$ cat src/rtl/r2sdf_stage_sched_if.sv
// Handshake and decode bus between the R2SDF stage sequencer and its datapath.
interface r2sdf_stage_sched_if #(
    parameter int unsigned LOG2N = 9
);
    localparam int unsigned AW = LOG2N - 1;

    logic                   in_valid;
    logic                   in_sof;
    logic [LOG2N-1:0]       bf_sel;
    logic [LOG2N*AW-1:0]    tw_addr;
    logic                   out_valid;
    logic                   out_sof;
    logic [LOG2N-1:0]       out_idx;

    modport master (
        output in_valid,
        output in_sof,
        input  bf_sel,
        input  tw_addr,
        input  out_valid,
        input  out_sof,
        input  out_idx
    );

    modport slave (
        input  in_valid,
        input  in_sof,
        output bf_sel,
        output tw_addr,
        output out_valid,
        output out_sof,
        output out_idx
    );
endinterface

$ cat src/rtl/r2sdf_stage_sched.sv
// Sample-index sequencer for an R2SDF DIF FFT: per-stage butterfly select and
// twiddle ROM address, pipeline prime tracking and bit-reversed output index.
module r2sdf_stage_sched #(
    parameter int unsigned LOG2N = 9,
    parameter int unsigned PIPE  = 2
) (
    input  logic                 clk,
    input  logic                 rst,
    r2sdf_stage_sched_if.slave   bus
);
    localparam int unsigned N   = 1 << LOG2N;
    localparam int unsigned AW  = LOG2N - 1;
    localparam int unsigned LAT = N - 1 + LOG2N * PIPE;
    localparam int unsigned PW  = $clog2(LAT + 1);

    logic [LOG2N-1:0]    bf_sel_c;
    logic [LOG2N*AW-1:0] tw_addr_c;
    logic [PW-1:0]       pcnt;
    logic [LOG2N-1:0]    ocnt;
    logic                primed_c;
    logic                resync_c;
    logic                out_valid_c;

    assign resync_c = bus.in_valid & bus.in_sof;

    for (genvar s = 0; s < LOG2N; s++) begin : g_stage
        localparam int unsigned      D    = N >> (s + 1);
        localparam int unsigned      OFFS = (N - (N >> s)) + s * PIPE;
        // Truncation to LOG2N bits gives the mod-N reset phase even when OFFS > N.
        localparam logic [LOG2N-1:0] INIT = LOG2N'(N - OFFS);
        localparam logic [LOG2N-1:0] MASK = LOG2N'(D - 1);

        logic [LOG2N-1:0] cnt;
        logic [LOG2N-1:0] phase_idx_c;

        always_ff @(posedge clk) begin
            if (rst) begin
                cnt <= INIT;
            end else if (bus.in_valid) begin
                cnt <= bus.in_sof ? INIT + LOG2N'(1) : cnt + LOG2N'(1);
            end
        end

        // Drain phase walks the twiddle table with stride 2**s; butterfly phase uses W^0.
        assign phase_idx_c              = (cnt & MASK) << s;
        assign bf_sel_c[s]              = cnt[LOG2N-1-s];
        assign tw_addr_c[s*AW +: AW]    = bf_sel_c[s] ? '0 : AW'(phase_idx_c);
    end

    assign primed_c    = (pcnt == PW'(LAT));
    assign out_valid_c = bus.in_valid & primed_c & ~resync_c;

    // Prime counter saturates once the last stage holds real data.
    always_ff @(posedge clk) begin
        if (rst) begin
            pcnt <= '0;
            ocnt <= '0;
        end else if (bus.in_valid) begin
            if (bus.in_sof) begin
                pcnt <= PW'(1);
                ocnt <= '0;
            end else begin
                if (!primed_c) pcnt <= pcnt + PW'(1);
                if (out_valid_c) ocnt <= ocnt + LOG2N'(1);
            end
        end
    end

    assign bus.bf_sel    = bf_sel_c;
    assign bus.tw_addr   = tw_addr_c;
    assign bus.out_valid = out_valid_c;
    assign bus.out_sof   = out_valid_c & (ocnt == '0);
    assign bus.out_idx   = ocnt;
endmodule
$ cat src/flat_wrapper.sv
// flat-port wrapper written by rule: the top's interface ports become plain ports
module r2sdf_stage_sched_flat 
#(
    parameter int unsigned LOG2N = 9,
    parameter int unsigned PIPE  = 2
)
  (clk, rst, bus_in_valid, bus_in_sof, bus_bf_sel, bus_tw_addr, bus_out_valid, bus_out_sof, bus_out_idx);
  r2sdf_stage_sched_if #(.LOG2N(LOG2N)) bus_i ();
  input  logic clk;
  input  logic rst;
  input wire logic [$bits(bus_i.in_valid)-1:0] bus_in_valid;
  input wire logic [$bits(bus_i.in_sof)-1:0] bus_in_sof;
  output wire logic [$bits(bus_i.bf_sel)-1:0] bus_bf_sel;
  output wire logic [$bits(bus_i.tw_addr)-1:0] bus_tw_addr;
  output wire logic [$bits(bus_i.out_valid)-1:0] bus_out_valid;
  output wire logic [$bits(bus_i.out_sof)-1:0] bus_out_sof;
  output wire logic [$bits(bus_i.out_idx)-1:0] bus_out_idx;
  assign bus_i.in_valid = bus_in_valid;
  assign bus_i.in_sof = bus_in_sof;
  assign bus_bf_sel = bus_i.bf_sel;
  assign bus_tw_addr = bus_i.tw_addr;
  assign bus_out_valid = bus_i.out_valid;
  assign bus_out_sof = bus_i.out_sof;
  assign bus_out_idx = bus_i.out_idx;
  r2sdf_stage_sched #(.LOG2N(LOG2N), .PIPE(PIPE)) u_core (.clk(clk), .rst(rst), .bus(bus_i));
endmodule
$ cat config.mk
export PLATFORM = sky130hd
export DESIGN_NAME = r2sdf_stage_sched_flat
export DESIGN_NICKNAME = d
export VERILOG_FILES = /design/src/rtl/r2sdf_stage_sched_if.sv /design/src/rtl/r2sdf_stage_sched.sv /design/src/flat_wrapper.sv
export SDC_FILE = /design/constraint.sdc
export NUM_CORES = 1
export LEC_CHECK = 0
export ABC_AREA = 1
export CORE_AREA = 2 2 86 88
export CTS_CLUSTER_DIAMETER = 100
export DETAILED_ROUTE_END_ITERATION = 10
export DIE_AREA = 0 0 88 90
export PLACE_DENSITY = 0.84
export SYNTH_ARGS = -nofsm -noshare
export SYNTH_HDL_FRONTEND = slang
export SYNTH_SLANG_ARGS = --single-unit
$ cat constraint.sdc
create_clock -name clk -period 4.8 [get_ports clk]
set_input_delay 1.44 -clock clk [delete_from_list [all_inputs] [get_ports clk]]
set_output_delay 1.44 -clock clk [all_outputs]
set_load 0.05 [all_outputs]
==> results of run 1 <==
## state kept, by name (all words and copies together), names as in the netlist
| signal | count |
|---|---|
| u_core.g_stage.cnt | 45 |
| u_core.pcnt | 10 |
| u_core.bus.out_idx | 9 |
## worst reg2reg max path, delay by kind of cell, from the launching register on
family | cells | cell delay, ns
fa+ha+maj | 1 | 0.18
flops | 1 | 0.41
simple gates | 7 | 0.93
## metrics by stage
| step | hold slack, ns | total power, W |
|---|---|---|
| floorplan | 0.426 | 0.000745 |
| global placement | 0.449 | 0.000752 |
| detailed placement | 0.457 | 0.000756 |
| CTS | 0.470 | 0.00126 |
| global route | 0.500 | 0.00130 |
| finish | 0.469 | 0.00125 |
## final timing paths
check	start	end	slack [ns]
max	bus_in_sof	bus_out_sof	0.33
min	u_core.g_stage[3].cnt[4]$_SDFFE_PP1P_	u_core.g_stage[3].cnt[4]$_SDFFE_PP1P_	0.47
max reg2reg	u_core.pcnt[0]$_SDFFE_PP0P_	u_core.pcnt[8]$_SDFFE_PP0P_	3.14
min reg2reg	u_core.g_stage[3].cnt[4]$_SDFFE_PP1P_	u_core.g_stage[3].cnt[4]$_SDFFE_PP1P_	0.47
## layout make-up
| cell class | count | area share |
|---|---|---|
| Multi-Input combinational cell | 361 | 0.409 |
| Timing Repair Buffer | 63 | 0.149 |
| Clock buffer | 11 | 0.0306 |
| Clock inverter | 5 | 0.0190 |
| Tap cell | 99 | 0.0289 |
| Sequential cell | 64 | 0.299 |
| Inverter | 73 | 0.0639 |
## cell usage after synthesis (all sizes together)
| master | number | area share |
|---|---|---|
| nor4 | 2 | 0.0035 |
| nand4 | 12 | 0.023 |
| buf | 51 | 0.10 |
| o21ai | 37 | 0.052 |
| a21oi | 49 | 0.068 |
| xnor2 | 2 | 0.0049 |
| nand3 | 37 | 0.055 |
| xor2 | 1 | 0.0024 |
| nor3 | 15 | 0.025 |
| o211ai | 4 | 0.0084 |
| conb | 1 | 0.0010 |
| nor2 | 76 | 0.081 |
| clkbuf | 11 | 0.011 |
| o31ai | 1 | 0.0021 |
| ha | 12 | 0.042 |
| nand3b | 2 | 0.0042 |
| nand2 | 74 | 0.078 |
| o21a | 1 | 0.0021 |
| dfxtp | 64 | 0.36 |
| inv | 73 | 0.076 |
## metal layers
metal	vias to the layer above	track usage	wire (um)
met5	-	0	0
met4	0	0.0782	119
met1	1534	0.246	3460
met2	104	0.359	3980
met3	9	0.0569	407
li1	1710	-	-
## power breakdown
group	internal, W	total, W	switching [W]
registers	0.000546	0.000562	0.0000163
logic	0.0000381	0.000183	0.000145
clock network	0.000293	0.000507	0.000214
total	0.000877	0.00125	0.000376
## cells by family after synthesis
kind of cell,after synthesis,share of synthesized area
AND/OR/NAND/NOR,218,0.269
buffers and inverters,135,0.192
AO/OA/AOI/OAI,92,0.132
flip-flops,64,0.356
adder cells (fa/ha/maj),12,0.0418
XOR/XNOR,3,0.00731
other,1,0.00104
==> summary.md, run 1 <==
| Metric | Value |
|---|---|
| Final worst setup slack | `~0.33 ns` |
| Post_cts resized | `0` |
| Final hold violations | `0` |
| GRT Total Usage | `0.210` |
| Setup bufs post-CTS | `0` |
| GRT overflow | `0` |
| Fillers | `606` |
| Non-Filler Instances | `676` |
| Multi-input gate area | `roughly 1800 um^2` |
| Placed Instances | `660` |
| R2R cell count | `8` |
| Final setup fails | `0` |
| Clk_lat worst skew | `0.35 ns` |
| Stages on worst setup path | `7` |
| Vias/cell | `between 4 and 5` |
| Post-route cell area | `between 4000 and 5000 um^2` |
| Share of cells above drive strength 1 | `0.0520` |
| Final Cycle Share | `0.932` |
| First-pass GRT wire length | `around 13000 um` |
| CTS H-Tree Depth | `3` |
| Crit. End Element | `primary output` |
| DP Wirelength | `between 5000 and 6000 um` |
| Syn Area/Cell | `6.85 um^2` |
| CP Launch Type | `primary input` |
| Antenna violations before repair | `0` |
| Synth warn | `0` |
| Power Density | `a little under 300 nW/um^2` |
| CTS sink count | `64` |
| Die Footprint | `~7900 um^2` |
| Vias in the first global route | `3082` |
| Max-cap violations | `0` |
| Core region area | `approximately 7000 um^2` |
| Starting utilization of the core area | `0.512` |
| Remaining DRCs | `0` |
| Synth Register Bits | `64` |
| FMAX | `between 0.2 and 0.25 GHz` |
| DR iter-0 viols | `approximately 260` |
| Routability Congestion | `~0.87` |
| Crit-path slowest cell | `clkdlybuf4s50_1` |
| Synth Instances | `roughly 530` |
| Buffers on Ports | `a little under 60` |
| # nets final | `around 590` |
| CTS buffer count | `9` |
| Worst Hold Depth | `1` |
| RSZ-0062 raised after global routing | `no` |
| Leak | `1.86 nW` |
| Min-delay worst type | `reg2reg` |
| Setup TNS | `0 ns` |
| Final wirelength | `between 7000 and 8000 um` |
| Sequential-to-total area share from yosys stat | `0.356` |
| Hold Buf Count CTS | `0` |
| Pre-CTS setup slack | `0.327 ns` |
| Commonest non-fill, non-tap cell in the layout | `nor2_1` |
| Critical path data arrival time | `just over 3 ns` |
| Data required, critical path | `about 3.4 ns` |
| # diodes | `0` |
| FF+latch area | `1280 um^2` |
| Crit-path cells | `clkdlybuf4s50_1 > inv_2 > nand2_1 > nor3_4 > nand4_2 > nor3_1 > buf_12` |
| Via count | `approximately 3400` |
| Critical path class | `in2out` |
| Row cnt | `31` |
| Router iterations before antenna repair | `5` |
| CP delay by family, top | `buffers and inverters` |
| Worst Skew | `0.0102 ns` |
| Status | `complete, no violations` |
| Largest stage delay on the critical path | `about 0.5 ns` |
| Root Driver | `clkbuf_8` |
| Synth unique cells | `30` |
| Worst-margin pin slew | `~1 ns` |
| Ports | `96` |
| Worst-path clk slew | `roughly 0.070 ns` |
| Crit-path max FO | `6` |
| Period minus WS final | `roughly 4.5 ns` |
| Max-slew violations | `0` |
| Drt wl/cell | `around 12 um` |
| Antenna viol nets, final | `0` |
| Util after Layout | `0.611` |
| Peak VDD IR | `0.149 mV` |
| Max clock buf depth | `2` |
| CTS tree | `done` |
| DIE WIDTH | `between 80 and 90 um` |
| Relative slew slack | `0.335` |
| Largest net degree at the start of global routing | `40` |
| Die Height | `~90 um` |
| Area delta synth->final | `19.3%` |
| Worst Path Buf+Inv | `3` |
| Most frequent cells in the layout | `nor2_1, nand2_1, inv_1, dfxtp_1, clkdlybuf4s50_1` |
| Mapped cell area | `roughly 3600 um^2` |
| DP Area | `a little over 4000 um^2` |
No activity file was read; power rests on OpenSTA's default activity.
==> run 2: changes to the inputs <==
--- a/config.mk
+++ b/config.mk
@@ -6,11 +6,12 @@
 export NUM_CORES = 1
 export LEC_CHECK = 0
 export ABC_AREA = 1
-export CORE_AREA = 2 2 86 88
+export CORE_AREA = 2 2 94 96
 export CTS_CLUSTER_DIAMETER = 100
 export DETAILED_ROUTE_END_ITERATION = 10
-export DIE_AREA = 0 0 88 90
-export PLACE_DENSITY = 0.84
+export DIE_AREA = 0 0 96 98
+export HOLD_SLACK_MARGIN = 0.15
+export PLACE_DENSITY = 0.72
 export SYNTH_ARGS = -nofsm -noshare
 export SYNTH_HDL_FRONTEND = slang
 export SYNTH_SLANG_ARGS = --single-unit
==> summary.md, run 2 (same netlist as run 1, synthesis figures left out) <==
| Metric | Value |
|---|---|
| Status | `complete, no violations` |
| Vias in the first global route | `about 3100` |
| Setup bufs post-CTS | `0` |
| FMAX | `between 0.2 and 0.25 GHz` |
| Most frequent cells in the layout | `nor2_1, nand2_1, inv_1, dfxtp_1, clkdlybuf4s50_1` |
| Core region area | `about 8500 um^2` |
| Routability Congestion | `0.860` |
| Max-slew violations | `0` |
| Crit. End Element | `primary output` |
| DIE WIDTH | `96 um` |
| Most flops, register | `u_core.g_stage.cnt` |
| Period minus WS final | `approximately 4.4 ns` |
| Via count | `about 3300` |
| Pre-CTS setup slack | `about 0.42 ns` |
| Critical path class | `in2out` |
| Power Density | `roughly 300 nW/um^2` |
| CTS buffer count | `9` |
| CTS sink count | `64` |
| Largest net degree at the start of global routing | `between 40 and 50` |
| Final hold violations | `0` |
| Max FFs per register | `between 40 and 50` |
| Critical path data arrival time | `a little under 3 ns` |
| Area delta synth->final | `20.3%` |
| Worst Skew | `between 0.005 and 0.006 ns` |
| Final worst setup slack | `between 0.4 and 0.5 ns` |
| # diodes | `0` |
| Setup TNS | `0 ns` |
| Non-Filler Instances | `687` |
| # nets final | `between 500 and 600` |
| Commonest non-fill, non-tap cell in the layout | `nor2_1` |
| Placed Instances | `roughly 670` |
| Max-cap violations | `0` |
| Post_cts resized | `0` |
| Buffers on Ports | `59` |
| Final setup fails | `0` |
| CTS tree | `done` |
| Vias/cell | `between 4 and 5` |
| Antenna violations before repair | `0` |
| Die Height | `about 100 um` |
| Data required, critical path | `~3.4 ns` |
| Die Footprint | `approximately 9400 um^2` |
| Root Driver | `clkbuf_8` |
| RSZ-0062 raised after global routing | `no` |
| DR iter-0 viols | `between 100 and 150` |
| Remaining DRCs | `0` |
| Final Cycle Share | `0.911` |
| Max clock buf depth | `2` |
| Router iterations before antenna repair | `4` |
| Row cnt | `34` |
| Drt wl/cell | `around 11 um` |
| Clk_lat worst skew | `0.35 ns` |
| Worst-margin pin slew | `0.990 ns` |
| GRT overflow | `0` |
| Hold Buf Count CTS | `0` |
| Peak VDD IR | `about 0.15 mV` |
| Crit-path max FO | `6` |
| First-pass GRT wire length | `approximately 13000 um` |
| Relative slew slack | `0.338` |
| CP Launch Type | `primary input` |
| Ports | `96` |
| DP Wirelength | `roughly 5600 um` |
| Antenna viol nets, final | `0` |
| Leak | `~1.9 nW` |
| Share of cells above drive strength 1 | `0.0570` |
| Min-delay worst type | `reg2reg` |
| Worst-path clk slew | `roughly 0.070 ns` |
| Final wirelength | `between 7000 and 8000 um` |
| GRT Total Usage | `0.175` |
| CTS H-Tree Depth | `3` |
| Starting utilization of the core area | `0.425` |
-- run 2: cell count changes in the layout (fill, tap and decap cells not counted) --
cell	delta
buf_4	+2
clkbuf_1	-1
clkbuf_8	+1
clkinv_4	-1
clkinvlp_4	+1
-- run 2: path summary, 6_finish.rpt --
kind	start	to	slack, ns	cells past startpoint
setup / recovery	bus_in_sof	bus_out_sof	0.43	7
hold reg to reg	u_core.g_stage[8].cnt[0]$_SDFFE_PP0P_	u_core.g_stage[8].cnt[0]$_SDFFE_PP0P_	0.46	1
setup reg to reg	u_core.pcnt[0]$_SDFFE_PP0P_	u_core.bus.out_idx[4]$_SDFFE_PP0P_	3.15	7
hold / removal	u_core.g_stage[8].cnt[0]$_SDFFE_PP0P_	u_core.g_stage[8].cnt[0]$_SDFFE_PP0P_	0.46	1
-- run 2: where the power goes --
part           switching (W)  internal, W
Combinational       0.000145    0.0000391
Sequential         0.0000162     0.000546
Clock               0.000219     0.000306
-- run 2: worst max-delay path, stage by stage --
cell and delay, ns:
clkdlybuf4s50_1 0.43, inv_2 0.12, nand2_1 0.10, nor3_4 0.21, nand4_2 0.12, nor3_1 0.32, buf_12 0.19
-- run 2: routing by layer --
metal / track usage / part of all wire / vias to the layer above
met5: 0 / 0 / -
met4: 0.0901 / 0.022 / 0
met3: 0.0370 / 0.042 / 13
met2: 0.296 / 0.50 / 88
met1: 0.205 / 0.44 / 1507
li1: - / - / 1715
-- run 2: layout make-up --
type	instances	area, um^2
Timing Repair Buffer	65	656
Fill cell	854	4140
Sequential cell	64	1280
Tap cell	108	135
Multi-Input combinational cell	361	1760
Clock inverter	5	80.1
Clock buffer	11	141
Inverter	73	274
-- run 2: metrics by stage --
step	utilization	area [um^2]	power (W)	hold WS [ns]
2_1_floorplan	-	3730	0.000745	0.426
4_1_cts	0.511	4320	0.00128	0.466
6_report	0.511	4320	0.00127	0.460
5_1_grt	0.511	4320	0.00132	0.487
3_3_place_gp	0.484	4100	0.000754	0.440
3_5_place_dp	0.484	4100	0.000757	0.453
==> run 3: changes to the inputs <==
--- a/config.mk
+++ b/config.mk
@@ -12,6 +12,7 @@
 export DIE_AREA = 0 0 96 98
 export HOLD_SLACK_MARGIN = 0.15
 export PLACE_DENSITY = 0.72
+export SLEW_MARGIN = 10
 export SYNTH_ARGS = -nofsm -noshare
 export SYNTH_HDL_FRONTEND = slang
 export SYNTH_SLANG_ARGS = --single-unit
==> results of run 3 <==
Final layout, timing and power as in run 2 (identical DEF).
